--- src/rtl/cpu_mem_pkg.sv ---
// Shared widths, fault codes and FSM encoding for the segmented memory access unit.
package cpu_mem_pkg;

    localparam int unsigned ADDR_W = 20;
    localparam int unsigned DATA_W = 16;

    typedef logic [1:0] fault_t;

    localparam fault_t FAULT_NONE    = 2'd0;
    localparam fault_t FAULT_WP      = 2'd1;
    localparam fault_t FAULT_OVF     = 2'd2;
    localparam fault_t FAULT_TIMEOUT = 2'd3;

    typedef enum logic [1:0] {
        StIdle,
        StBus,
        StResp
    } state_e;

endpackage

--- src/rtl/seg_addr_check.sv ---
// Forms the physical address from segment + offset and classifies overflow / write-protect faults.
module seg_addr_check
    import cpu_mem_pkg::*;
#(
    parameter int unsigned AddrW = cpu_mem_pkg::ADDR_W
) (
    input  logic [AddrW-1:0] segment_i,
    input  logic [AddrW-1:0] offset_i,
    input  logic             write_i,
    input  logic [AddrW-1:0] wp_base_i,
    input  logic [AddrW-1:0] wp_limit_i,
    output logic [AddrW-1:0] addr_o,
    output logic [1:0]       fault_o
);

    logic [AddrW:0] sum;
    logic           in_wp;

    assign sum    = {1'b0, segment_i} + {1'b0, offset_i};
    assign addr_o = sum[AddrW-1:0];

    // An inverted range (base > limit) can never satisfy both bounds, so it is empty.
    assign in_wp = (addr_o >= wp_base_i) && (addr_o <= wp_limit_i);

    always_comb begin
        fault_o = FAULT_NONE;
        if (sum[AddrW]) begin
            fault_o = FAULT_OVF;
        end else if (write_i && in_wp) begin
            fault_o = FAULT_WP;
        end
    end

endmodule

--- src/rtl/segmented_mem_access_unit.sv ---
// Accepts segment:offset requests, runs one bus transaction with an ack timeout and returns
// read data or a fault code on a valid/ready response channel.
module segmented_mem_access_unit
    import cpu_mem_pkg::*;
#(
    parameter int unsigned ADDR_W  = cpu_mem_pkg::ADDR_W,
    parameter int unsigned DATA_W  = cpu_mem_pkg::DATA_W,
    parameter int unsigned TIMEOUT = 15
) (
    input  logic              clk,
    input  logic              rst_n,
    input  logic              req_valid,
    output logic              req_ready,
    input  logic              req_write,
    input  logic [ADDR_W-1:0] req_segment,
    input  logic [ADDR_W-1:0] req_offset,
    input  logic [DATA_W-1:0] req_wdata,
    input  logic [ADDR_W-1:0] wp_base,
    input  logic [ADDR_W-1:0] wp_limit,
    output logic              mem_req,
    output logic              mem_we,
    output logic [ADDR_W-1:0] mem_addr,
    output logic [DATA_W-1:0] mem_wdata,
    input  logic              mem_ack,
    input  logic [DATA_W-1:0] mem_rdata,
    output logic              rsp_valid,
    input  logic              rsp_ready,
    output logic [DATA_W-1:0] rsp_rdata,
    output logic [1:0]        rsp_fault
);

    localparam int unsigned CntW = $clog2(TIMEOUT + 1);

    state_e            state_q, state_d;
    logic              we_q, we_d;
    logic [ADDR_W-1:0] addr_q, addr_d;
    logic [DATA_W-1:0] wdata_q, wdata_d;
    logic [DATA_W-1:0] rdata_q, rdata_d;
    logic [1:0]        fault_q, fault_d;
    logic [CntW-1:0]   cnt_q, cnt_d;

    logic [ADDR_W-1:0] chk_addr;
    logic [1:0]        chk_fault;

    seg_addr_check #(
        .AddrW (ADDR_W)
    ) u_seg_addr_check (
        .segment_i  (req_segment),
        .offset_i   (req_offset),
        .write_i    (req_write),
        .wp_base_i  (wp_base),
        .wp_limit_i (wp_limit),
        .addr_o     (chk_addr),
        .fault_o    (chk_fault)
    );

    always_comb begin
        state_d = state_q;
        we_d    = we_q;
        addr_d  = addr_q;
        wdata_d = wdata_q;
        rdata_d = rdata_q;
        fault_d = fault_q;
        cnt_d   = cnt_q;
        case (state_q)
            StIdle: begin
                if (req_valid) begin
                    we_d    = req_write;
                    addr_d  = chk_addr;
                    wdata_d = req_wdata;
                    fault_d = chk_fault;
                    rdata_d = '0;
                    cnt_d   = '0;
                    state_d = (chk_fault != FAULT_NONE) ? StResp : StBus;
                end
            end
            StBus: begin
                cnt_d = cnt_q + CntW'(1);
                // Ack takes priority over a timeout landing in the same cycle.
                if (mem_ack) begin
                    rdata_d = we_q ? '0 : mem_rdata;
                    fault_d = FAULT_NONE;
                    state_d = StResp;
                end else if (cnt_q == CntW'(TIMEOUT - 1)) begin
                    rdata_d = '0;
                    fault_d = FAULT_TIMEOUT;
                    state_d = StResp;
                end
            end
            StResp: begin
                if (rsp_ready) begin
                    cnt_d   = '0;
                    state_d = StIdle;
                end
            end
            default: state_d = StIdle;
        endcase
    end

    always_ff @(posedge clk) begin
        if (!rst_n) begin
            state_q <= StIdle;
            we_q    <= 1'b0;
            addr_q  <= '0;
            wdata_q <= '0;
            rdata_q <= '0;
            fault_q <= FAULT_NONE;
            cnt_q   <= '0;
        end else begin
            state_q <= state_d;
            we_q    <= we_d;
            addr_q  <= addr_d;
            wdata_q <= wdata_d;
            rdata_q <= rdata_d;
            fault_q <= fault_d;
            cnt_q   <= cnt_d;
        end
    end

    assign req_ready = (state_q == StIdle);
    assign mem_req   = (state_q == StBus);
    assign mem_we    = we_q;
    assign mem_addr  = addr_q;
    assign mem_wdata = wdata_q;
    assign rsp_valid = (state_q == StResp);
    assign rsp_rdata = rdata_q;
    assign rsp_fault = fault_q;

endmodule

--- config.mk ---
export PLATFORM = sky130hd
export DESIGN_NAME = segmented_mem_access_unit
export DESIGN_NICKNAME = d
export VERILOG_FILES = /design/src/rtl/cpu_mem_pkg.sv /design/src/rtl/seg_addr_check.sv /design/src/rtl/segmented_mem_access_unit.sv
export SDC_FILE = /design/constraint.sdc
export NUM_CORES = 1
export LEC_CHECK = 0
export CORE_MARGIN = 3
export CORE_UTILIZATION = 30
export CTS_CLUSTER_SIZE = 28
export DETAILED_ROUTE_END_ITERATION = 12
export GPL_TIMING_DRIVEN = 0
export MAX_ROUTING_LAYER = met4
export PLACE_DENSITY = 0.7
export SYNTH_ARGS = -nofsm -noshare
export SYNTH_HDL_FRONTEND = slang
export SYNTH_HIERARCHICAL = 1
export SYNTH_SLANG_ARGS = --single-unit
--- constraint.sdc ---
create_clock -name clk -period 6.54 [get_ports clk]
set_input_delay 1.962 -clock clk [delete_from_list [all_inputs] [get_ports clk]]
set_output_delay 1.962 -clock clk [all_outputs]
set_load 0.02 [all_outputs]
Word-level counts from Yosys, hierarchy flattened --
Index checks and enable logic that the tools add are counted.
Operators by class: add/sub/neg operators 2, order comparisons 2, eq/ne operators 6, multiplexer cells 20, reductions and logical operators 10
Operators by type and width (count):
- 16-bit two-way mux | 4
- 16-bit case mux with 2 select lines | 1
- 20-bit by 20-bit adder with 21-bit output | 1
- 20-bit greater-or-equal comparator | 1
- 20-bit less-or-equal comparator | 1
- 2-bit two-way mux | 9
- 4-bit case mux with 3 select lines | 1
- 3-bit AND reduction | 3
- 4-bit two-way mux | 2
- 2-bit case mux with 3 select lines | 1
- 4-bit by 1-bit adder with 4-bit output (second input constant) | 1
- 4-bit equality test (second input constant) | 1
- 2-bit case mux with 2 select lines | 1
- 2-bit nonzero test | 2
- 3-bit by 1-bit inequality test with 1-bit output (second input constant) | 1
- 3-bit nonzero test | 1
- 2-bit by 1-bit equality test with 1-bit output (second input constant) | 1
- 2-bit equality test (second input constant) | 1
- 1-bit logical AND | 2
- 2-bit zero test | 1
- 2-bit by 1-bit inequality test with 1-bit output (second input constant) | 1
- 2-bit inequality test (second input constant) | 1
- 2-bit AND reduction | 1
- 1-bit two-way mux | 1
Word-level totals: flip-flop bits (word level) 61, input port bits 118, word-level logic and storage cells 47

Longest topological paths before layout --
depth after elaboration 10, gate-level depth with buffers 18, depth with buffers taken out 18

Cells and area by module --
The synthesis kept the hierarchy.
Modules (own cells, without submodules):
- segmented_mem_access_unit | times used 1, cells an instance 207, area an instance 2329.7 um2
- seg_addr_check | times used 1, cells an instance 272, area an instance 2030.7 um2

Worst setup path before layout --
No wires, ideal clock.
path type input -> register, from input port req_segment[0], to register state_q[1], data arrival time 5.706 ns, data required time 6.423 ns, slack 0.717 ns, stages 18, buffers on the path 0, cell sequence ha_1 -> fa_1 -> a21o_1 -> a221oi_2 -> o21ai_0 -> nand3_1 -> nand2_1 -> xor2_1 -> ha_1 -> nand4_1 -> or2_2 -> a21o_1 -> o211a_1 -> o41ai_1 -> nor3_2 -> or4_2 -> nand2_1 -> a21oi_1
Between the ends: word-level cells in the longest chain between the ends 10
RTL lines:
- start: declaration | line segmented_mem_access_unit.sv:15 | input logic [ADDR_W-1:0] req_segment,
- 20-bit by 20-bit adder with 21-bit output (*) | line seg_addr_check.sv:19 | assign sum = {1'b0, segment_i} + {1'b0, offset_i};
- via chk_addr[10] | line segmented_mem_access_unit.sv:42 | logic [ADDR_W-1:0] chk_addr;
- 20-bit greater-or-equal comparator or 20-bit less-or-equal comparator (tied branches) | line seg_addr_check.sv:23 | assign in_wp = (addr_o >= wp_base_i) && (addr_o <= wp_limit_i);
- 1-bit logical AND (*) | line seg_addr_check.sv:23
- 1-bit logical AND (*) | line seg_addr_check.sv:29 | end else if (write_i && in_wp) begin
- 1-bit two-way mux (*) | line seg_addr_check.sv:29
- 2-bit two-way mux (*) | line seg_addr_check.sv:27 | if (sum[AddrW]) begin
- via chk_fault[0] | line segmented_mem_access_unit.sv:43 | logic [1:0] chk_fault;
- 2-bit nonzero test (*) | line segmented_mem_access_unit.sv:74 | state_d = (chk_fault != FAULT_NONE) ? StResp : StBus;
- 2-bit two-way mux (*) | line segmented_mem_access_unit.sv:74
- 2-bit two-way mux (*) | line segmented_mem_access_unit.sv:67 | if (req_valid) begin
- 2-bit case mux with 3 select lines (*) | line segmented_mem_access_unit.sv:65 | case (state_q)
- end signal: assignment | line segmented_mem_access_unit.sv:102 | state_q <= StIdle;
- end signal: assignment | line segmented_mem_access_unit.sv:110 | state_q <= state_d;
- end: declaration | line segmented_mem_access_unit.sv:34 | state_e state_q, state_d;
Mark *: on every way through the listed nets, which the timed path passes. The rest lies on a longest branch. The select of a mux whose other input is x is not followed. A chain may end at the register's enable or synchronous reset.

Worst setup path in the final report --
Ends and elaborated chain as after synthesis.

==> out/summary.txt <==
status: finished clean
global-route wire length before repair: 21320 um
Final #Nets: 846
Hold-fix buffers, CTS: 0
Clock Power Share: 34.6%
Mapped Cells: 479
Antenna Cells: 0
total power: 1.581 mW
Crit path max-delay family: simple AND/OR/NAND/NOR gates
post-route cell area: 6716 um2
Max-slew headroom: 60.48%
Tightest Pin Transition: 0.5885 ns
Buffers on Ports: 175
Slew Limit Fails: 0
final core occ: 47.83%
final setup margin: 0.2874 ns
wire per inst: 15.78 um
RSZ-0062 raised after global routing: false
CP max stage delay: 0.65 ns
VDD IR max: 0.0001683 V
WP data required: 6.75 ns
GRT Overall Usage: 16.75%
critical path's slowest cell: or4_2
post-synthesis net count: 660
hold path start: mem_wdata[9]
Critical Path AT: 6.47 ns
Finished Layout Cells: 849
Rows: 43
share of cells above drive strength 1: 8.819%
DP Worst Slack: -0.1566 ns
Die Height: 126.6 um
Post-synth EDFFs: 0
Pwr Density: 235.4 nW/um2
Layout Area Growth over Synthesis: 54.03%
H-tree Lvls: 3
Post-synth ARST share: 0%
Fin Hold WS: 0.4909 ns
CP Launch Type: input port
Synth Flop Type: dfxtp_1
dpl cells: 834
initial antenna violation count: 0
Seq pwr share: 27.2%
DRT Pass-1 Iters: 4
number of nets still failing antenna checks after routing: 0
Root Driver: clkbuf_16
number of synthesized register bits: 61
total CTS buffers: 9
Max Buffers Root-to-Sink: 2
vias in the first global route: 4488
Warnings, synthesis: 6
# DRC: 0
fin crit period: 6.253 ns
r2r startpoint: cnt_q[0]
Max-Cap Viols: 0
I/O pin count: 176
most frequent cells in the layout: clkdlybuf4s50_1 (175), ha_1 (62), dfxtp_1 (61), nor2_1 (51), inv_1 (48)
setup violators final: 0
Cell Int Power: 1.094 mW
core area: 14040 um2
placed cell area: 6337 um2
critical path class: in -> reg
Logic pwr share: 38.2%
Via Count: 4229
die width: 126.6 um
Sw Share: 30.83%
worst min-delay path class: reg -> reg
Post-Syn Area: 4360 um2
CTS tree: done
crit-path max FO: 3
CTS clk-pin slew, worst paths: 0.05 ns
Worst Skew: 0.004546 ns
Netlist cell types: 66
footprint of the multi-input gates: 2863 um2
total grt overflow: 0
Iteration-0 DRC Markers: 173
Clk Latency, worst-skew pair: 0.32 ns
GPL Wtd Cong: 0.8659
CTS sink count: 61
sequential fraction of the synthesis area: 28.01%
FMAX: 0.1599 GHz
Detail Placement HPWL: 11040 um
Post-Syn Area per Cell: 9.103 um2
Die Area: 16020 um2
Starting Density: 31.05%
P_sw: 0.4875 mW
buffers and inverters on the worst path: 1
worst-path cell chain: clkdlybuf4s50_1, ha_1, fa_1, a21o_1, a221oi_4, o21ai_0, nand3_1, nand2_1, xor2_2, ha_1, nand4_1, or2_2, a21o_1, o211a_1, o41ai_1, nor3_2, or4_2, nand2_1, a21oi_1
Tcrit/Tclk final: 95.61%
largest net degree at the start of global routing: 11
most common cell after layout, fill and taps aside: clkdlybuf4s50_1
number of fill cells: 1317
total area of sequential cells: 1221 um2
final hold vios: 0
Via density: 4.981
Final TNS setup: 0 ns
critical path capture point type: flip-flop
CP Launch Point: req_segment[0]
drt total wl: 13400 um
static leakage: 3.007 nW
[final cells by class]
type,count,area share (%)
multi-input cells,351,42.62
repair buffers,175,26.08
flip-flops and latches,61,18.18
clock buffers,11,3.763
well taps,180,3.353
inverters,48,2.683
plain buffers,19,1.900
clock inverters,4,1.416
[tightest hold or removal path, delay by kind of cell, from the launching register on]
kind             cells  cell delay (ns)
AND/OR/NAND/NOR      1             0.07
multiplexers         1             0.07
flip-flops           1             0.32
[path summary, 6_finish.rpt]
| path | cells past startpoint | slack, ns | end |
|---|---|---|---|
| worst max register to register | 6 | 4.82 | rsp_rdata[8] |
| worst min-delay path | 2 | 0.49 | mem_wdata[9] |
| worst max-delay path | 19 | 0.29 | state_q[1] |
| worst min register to register | 2 | 0.49 | mem_wdata[9] |
[layer usage]
| metal | vias to the layer above | part of all wire (%) | GRT usage, % | routed length [um] |
|---|---|---|---|---|
| met3 | 22 | 5.9 | 4.211 | 795 |
| li1 | 2110 | - | - | - |
| met4 | 0 | 1.8 | 4.795 | 237 |
| met2 | 146 | 49 | 28.61 | 6514 |
| met5 | - | 0 | - | 0 |
| met1 | 1951 | 44 | 19.50 | 5853 |
[cells by family (layout without fill, tap and decap cells)]
group | Yosys count | after routing | synth area share, %
xor gates and xnor gates | 17 | 17 | 3.415
adders and majority gates | 63 | 63 | 18.25
and+or+nand+nor | 115 | 115 | 13.23
muxes | 40 | 40 | 9.211
AOI/OAI and AO/OA | 116 | 116 | 20.83
DFF | 61 | 61 | 28.01
buffers and inverters | 67 | 257 | 7.059
[registers in the layout, summed over array words and instances (netlist names)]
signal and flops:
cnt_q 4, mem_addr 20, mem_wdata 16, mem_we 1, rsp_fault 2, rsp_rdata 16
state_q 2
[repair_timing]
item,4_1_cts,5_1_grt
resized for setup,0,4
setup buffers,0,0
endpoints found under the hold margin,0,0
setup endpoints to repair,0,2
[cells in the mapped netlist, types with 2 or more instances]
cell / count / area share, %
a21o_1: 19 / 3.3
nand2_1: 18 / 1.5
dfxtp_1: 61 / 28
nand3_1: 10 / 1.1
buf_6: 4 / 1.0
o41ai_2: 2 / 0.75
o21a_1: 4 / 0.69
ha_1: 62 / 18
a32o_2: 9 / 2.3
clkbuf_1: 8 / 0.69
xnor2_1: 9 / 1.8
nor2_1: 51 / 4.4
a211oi_1: 4 / 0.69
o21ai_0: 8 / 0.92
nand4_1: 10 / 1.4
xor2_1: 8 / 1.6
a221oi_1: 2 / 0.40
nor2b_1: 3 / 0.43
a21oi_1: 34 / 3.9
a32o_1: 7 / 1.6
inv_1: 48 / 4.1
o221a_2: 2 / 0.52
nand2b_1: 3 / 0.43
o211ai_1: 4 / 0.69
buf_4: 4 / 0.69
dlygate4sd1_1: 2 / 0.40
o221ai_1: 2 / 0.40
o31ai_4: 2 / 0.98
mux2i_1: 39 / 9.0
and3_1: 3 / 0.43
nor3_1: 2 / 0.23
[power by group through the flow]
stage          Combinational, mW  Clock, mW  Sequential [mW]
3_3_place_gp               0.582          0            0.435
6_report                   0.604      0.547            0.430
2_1_floorplan              0.322          0            0.475
3_5_place_dp               0.601          0            0.437
4_1_cts                    0.605      0.559            0.430
5_1_grt                    0.667      0.575            0.434
(Power assumes the default switching activity.)
==> edit 1 (same settings) <==
Add an input register stage for `req_offset` and `wp_limit`, with the module's reset; this delays them by one clock. The other inputs are not delayed to match.
--- a/src/rtl/segmented_mem_access_unit.sv
+++ b/src/rtl/segmented_mem_access_unit.sv
@@ -33,2 +33,15 @@
 
+    logic [ADDR_W-1:0] req_offset_q;
+    logic [ADDR_W-1:0] wp_limit_q;
+
+    always_ff @(posedge clk) begin
+        if (!rst_n) begin
+            req_offset_q <= '0;
+            wp_limit_q   <= '0;
+        end else begin
+            req_offset_q <= req_offset;
+            wp_limit_q   <= wp_limit;
+        end
+    end
+
     state_e            state_q, state_d;
@@ -48,6 +61,6 @@
         .segment_i  (req_segment),
-        .offset_i   (req_offset),
+        .offset_i   (req_offset_q),
         .write_i    (req_write),
         .wp_base_i  (wp_base),
-        .wp_limit_i (wp_limit),
+        .wp_limit_i (wp_limit_q),
         .addr_o     (chk_addr),
Function: changed (a bounded check fails within 4 cycles, from zero or initial values and one cycle with rst_n low).
==> edit 1 against the unedited design <==
- sequential power rose by 61%
- cell area grew 16%
- routed wire length is 14% higher
- power grew 21%
- non-clock buffer count increased by 4
- setup slack better by 0.11 ns
- critical path depth unchanged
- synthesized area grew 25%
- worst hold slack worse by 0.044 ns
- sequential cell count rose by 40
- largest cell class unchanged
==> edit 1: results <==
metrics = {
    "run_status": {
        "status": "complete, no violations",
    },
    "power_and_ir_drop": {
        "p_leak_nw": 3.33,
        "max-vdd-ir-drop_uv": 161,
    },
    "synthesis": {
        "ys_types": 59,
        "synth-compound-area-share_pct": 16.0,
        "synthXorXnorAreaFrac_pct": 2.73,
        "synth_mux_area_share_pct": 7.36,
        "avgSynthCellArea_um2": 9.36,
        "synthTopCellsByCount": "dfxtp_1 (101), ha_1 (62), nor2_1 (55)",
        "synth_area_leaders": "dfxtp_1 (37%), ha_1 (14%), mux2i_1 (7.2%), and2_1 (4.7%), nor2_1 (3.8%)",
    },
    "routing": {
        "wl_met2_um": 6910,
        "drt_iter0_markers": 240,
        "wl_met3_um": 1120,
        "wl_met1_um": 7030,
        "via_per_inst": 4.69,
        "dr.pass1.iters": 5,
        "post_drt_wl_per_cell_um": 15.3,
    },
    "cells_and_area": {
        "n_sequential_cell": 101,
        "multiInputCombCellCount": 408,
        "design_area_mm2": 0.00781,
        "n_fill_cell": 1705,
        "finalNetCount": 949,
        "clockNetworkAreaShare_pct": 4.21,
        "multi_input_area_share_pct": 39.7,
        "clock_buffers": 9,
        "buffers": 198,
        "ff_latch_area_mm2": 0.00202,
        "final_cells": 999,
    },
    "grt": {
        "antenna_found_initial": 1,
        "use_met3_pct": 4.92,
        "track_usage_pct": 16.0,
        "grt_max_degree": 19,
        "grt_pass1_vias": 4705,
        "grtUsageMet2_pct": 24.8,
    },
    "placement": {
        "port_buffers": 174,
        "dp_hpwl_um": 12100,
        "gp_congestion": 0.844,
        "place_inst": 982,
    },
    "setup_path": {
        "path_delay_family": "compound AO/OA/AOI/OAI gates",
        "cp_data_arrival_time_ns": 6.39,
        "cpPeakStageDelay_ns": 0.43,
    },
    "sta": {
        "worst_slew_pin_slew_ns": 0.605,
        "fin_skew_ns": 0.00888,
    },
    "floorplan": {
        "die_w_um": 141,
    },
}
## edit 1: cell count changes after synthesis, sizes merged, moves of 2 or more
cell | unedited run | this run
and2 | 0 | 41
dfxtp | 61 | 101
o2bb2ai | 1 | 18
a32o | 16 | 0
nand2 | 18 | 33
buf | 8 | 12
nor2 | 51 | 55
clkbuf | 9 | 12
and2b | 2 | 0
dlygate4sd1 | 2 | 0
inv | 48 | 50
## edit 1: path summary, 6_finish.rpt
check	start	endpoint	slack [ns]	cells after the start
worst max-delay path	req_segment[0]	state_q[0]	0.39	19
worst min-delay path	rsp_rdata[1]	rsp_rdata[1]	0.45	2
worst max register to register	req_offset_q[0]	state_q[0]	2.16	18
worst min register to register	rsp_rdata[1]	rsp_rdata[1]	0.45	2
## edit 1: where the power goes
group / leakage [nW] / switching (mW) / internal [mW]
Clock: 0.162 / 0.260 / 0.343
Sequential: 0.832 / 0.0266 / 0.667
Combinational: 2.34 / 0.317 / 0.301
Total: 3.33 / 0.604 / 1.31
==> edit 2 (same flow settings) <==
Made on the original files. `ADDR_W`: 20 -> 22.
--- a/src/rtl/cpu_mem_pkg.sv
+++ b/src/rtl/cpu_mem_pkg.sv
@@ -3,3 +3,3 @@
 
-    localparam int unsigned ADDR_W = 20;
+    localparam int unsigned ADDR_W = 22;
     localparam int unsigned DATA_W = 16;
Ports: changed (5 resized); port bits go from 176 to 186. No check against the original RTL was run, so the function may have changed too.
==> edit 2 against the unedited design <==
- clock power fell by 21%
- clock skew rose by 0.0012 ns
- power rose by 0.52%
- cell area rose by 4.4%
- die area rose by 6.6%
- sequential cell count rose by 2
- setup slack improved by 0.034 ns
- routed wire length rose by 0.31%
- combinational power rose by 16%
- core utilization fell by 0.64 points
- synthesized area rose by 6.9%
- critical endpoint unchanged
- highest routed layer unchanged
==> edit 2: results <==
metrics = {
    "run_status": {
        "status": "complete, no violations",
    },
    "grt": {
        "use_met3_pct": 4.39,
        "antenna_found_initial": 1,
        "grtUsageMet2_pct": 25.1,
        "met1_usage_pct": 20.2,
        "track_usage_pct": 16.0,
        "grt_pass1_vias": 4387,
        "grt_pass1_wl_um": 21100,
    },
    "placement": {
        "port_buffers": 184,
        "post_dp_cell_area_mm2": 0.00674,
        "gp_congestion": 0.841,
        "dp_hpwl_um": 11100,
        "place_inst": 905,
        "preCtsSetupSlack_ns": -0.0275,
    },
    "synthesis": {
        "avgSynthCellArea_um2": 8.68,
        "ys_types": 67,
        "synthTopCellsByCount": "ha_1 (68), dfxtp_1 (63), nor2_1 (60)",
        "synthFlopType": "dfxtp_1",
        "ys_seq_area_share_pct": 27.0,
        "synth_area_leaders": "dfxtp_1 (27%), ha_1 (18%), mux2i_1 (8.6%), nor2_1 (4.8%), inv_1 (4.4%)",
        "synth_nets": 732,
    },
    "power_and_ir_drop": {
        "combPwrFrac_pct": 44.0,
        "p_leak_nw": 3.13,
        "swShare_pct": 34.2,
        "max-vdd-ir-drop_uv": 185,
        "seq_power_mw": 0.456,
        "total_power_mw": 1.59,
    },
    "setup_path": {
        "cpPeakStageDelay_ns": 0.68,
        "cp_data_arrival_time_ns": 6.43,
        "path_delay_family": "compound AO/OA/AOI/OAI gates",
    },
    "cells_and_area": {
        "final_cells": 922,
        "finalNetCount": 927,
        "n_fill_cell": 1458,
        "drive_gt1_share_pct": 6.38,
        "largest_reg_flops": 22,
    },
    "sta": {
        "worst_slew_pin_slew_ns": 0.889,
        "fin_skew_ns": 0.00571,
    },
    "clock_network": {
        "clock_latency_ns": 0.32,
        "clkTransAtPathRegs_ns": 0.05,
        "cts_made_buffers": 9,
        "cts_resized": 0,
        "clockRootBuffer": "clkbuf_16",
        "cts_setup_buffers": 0,
    },
    "routing": {
        "vias": 4460,
        "drt_iter0_markers": 168,
        "post_drt_wl_per_cell_um": 14.6,
    },
    "hold_path": {
        "hold_path.class": "flop to flop",
    },
}
edit 2: changes by cell type after synthesis, sizes merged, moves of 4 or more:
| cell | before | now |
|---|---|---|
| inv | 48 | 55 |
| ha | 62 | 68 |
| xnor2 | 9 | 13 |
| o21ai | 8 | 15 |
| nor2 | 51 | 60 |
| a21oi | 34 | 40 |
| nand3 | 10 | 6 |
| nand2 | 18 | 31 |
edit 2: worst paths after layout:
path / start / end / slack (ns)
max: req_segment[0] / state_q[1] / 0.32
min: mem_wdata[3] / mem_wdata[3] / 0.49
max reg2reg: cnt_q[0] / rsp_rdata[10] / 4.78
min reg2reg: mem_wdata[3] / mem_wdata[3] / 0.49
edit 2: cells by family (layout without fill, tap and decap cells):
group	after synthesis	count (layout)	share of synthesized area [%]
compound gates	128	128	20.5
xor+xnor	18	18	3.38
fa+ha+maj	69	69	18.7
buf+inv	76	276	6.87
flops	63	63	27.0
mux	41	41	8.83
other cells	0	1	0
simple gates	142	142	14.7
edit 2: worst register-to-register path: cells and delay by family, from the launching register on:
kind                     cells  cell delay (ns)
flip-flops                   1             0.42
buffers and inverters        2             0.28
AO/OA/AOI/OAI                2             0.58
adder cells (fa/ha/maj)      1             0.20
AND/OR/NAND/NOR              1             0.23
edit 2: cell type report:
class / count / area, um2 / area share (%)
multi-input cells: 398 / 3080 / 43.9
well taps: 184 / 230 / 3.28
clock buffers: 12 / 256 / 3.66
inverters: 56 / 210 / 3.00
diodes: 1 / 2.50 / 0.0357
plain buffers: 20 / 110 / 1.57
flip-flops and latches: 63 / 1260 / 18.0
repair buffers: 184 / 1840 / 26.3
clock inverters: 4 / 20.0 / 0.285
edit 2: per-layer routing:
metal,share of wire (%),vias up
met3,8.2,10
met2,45,149
met4,0.67,0
met1,46,1986
met5,0,-
li1,-,2315
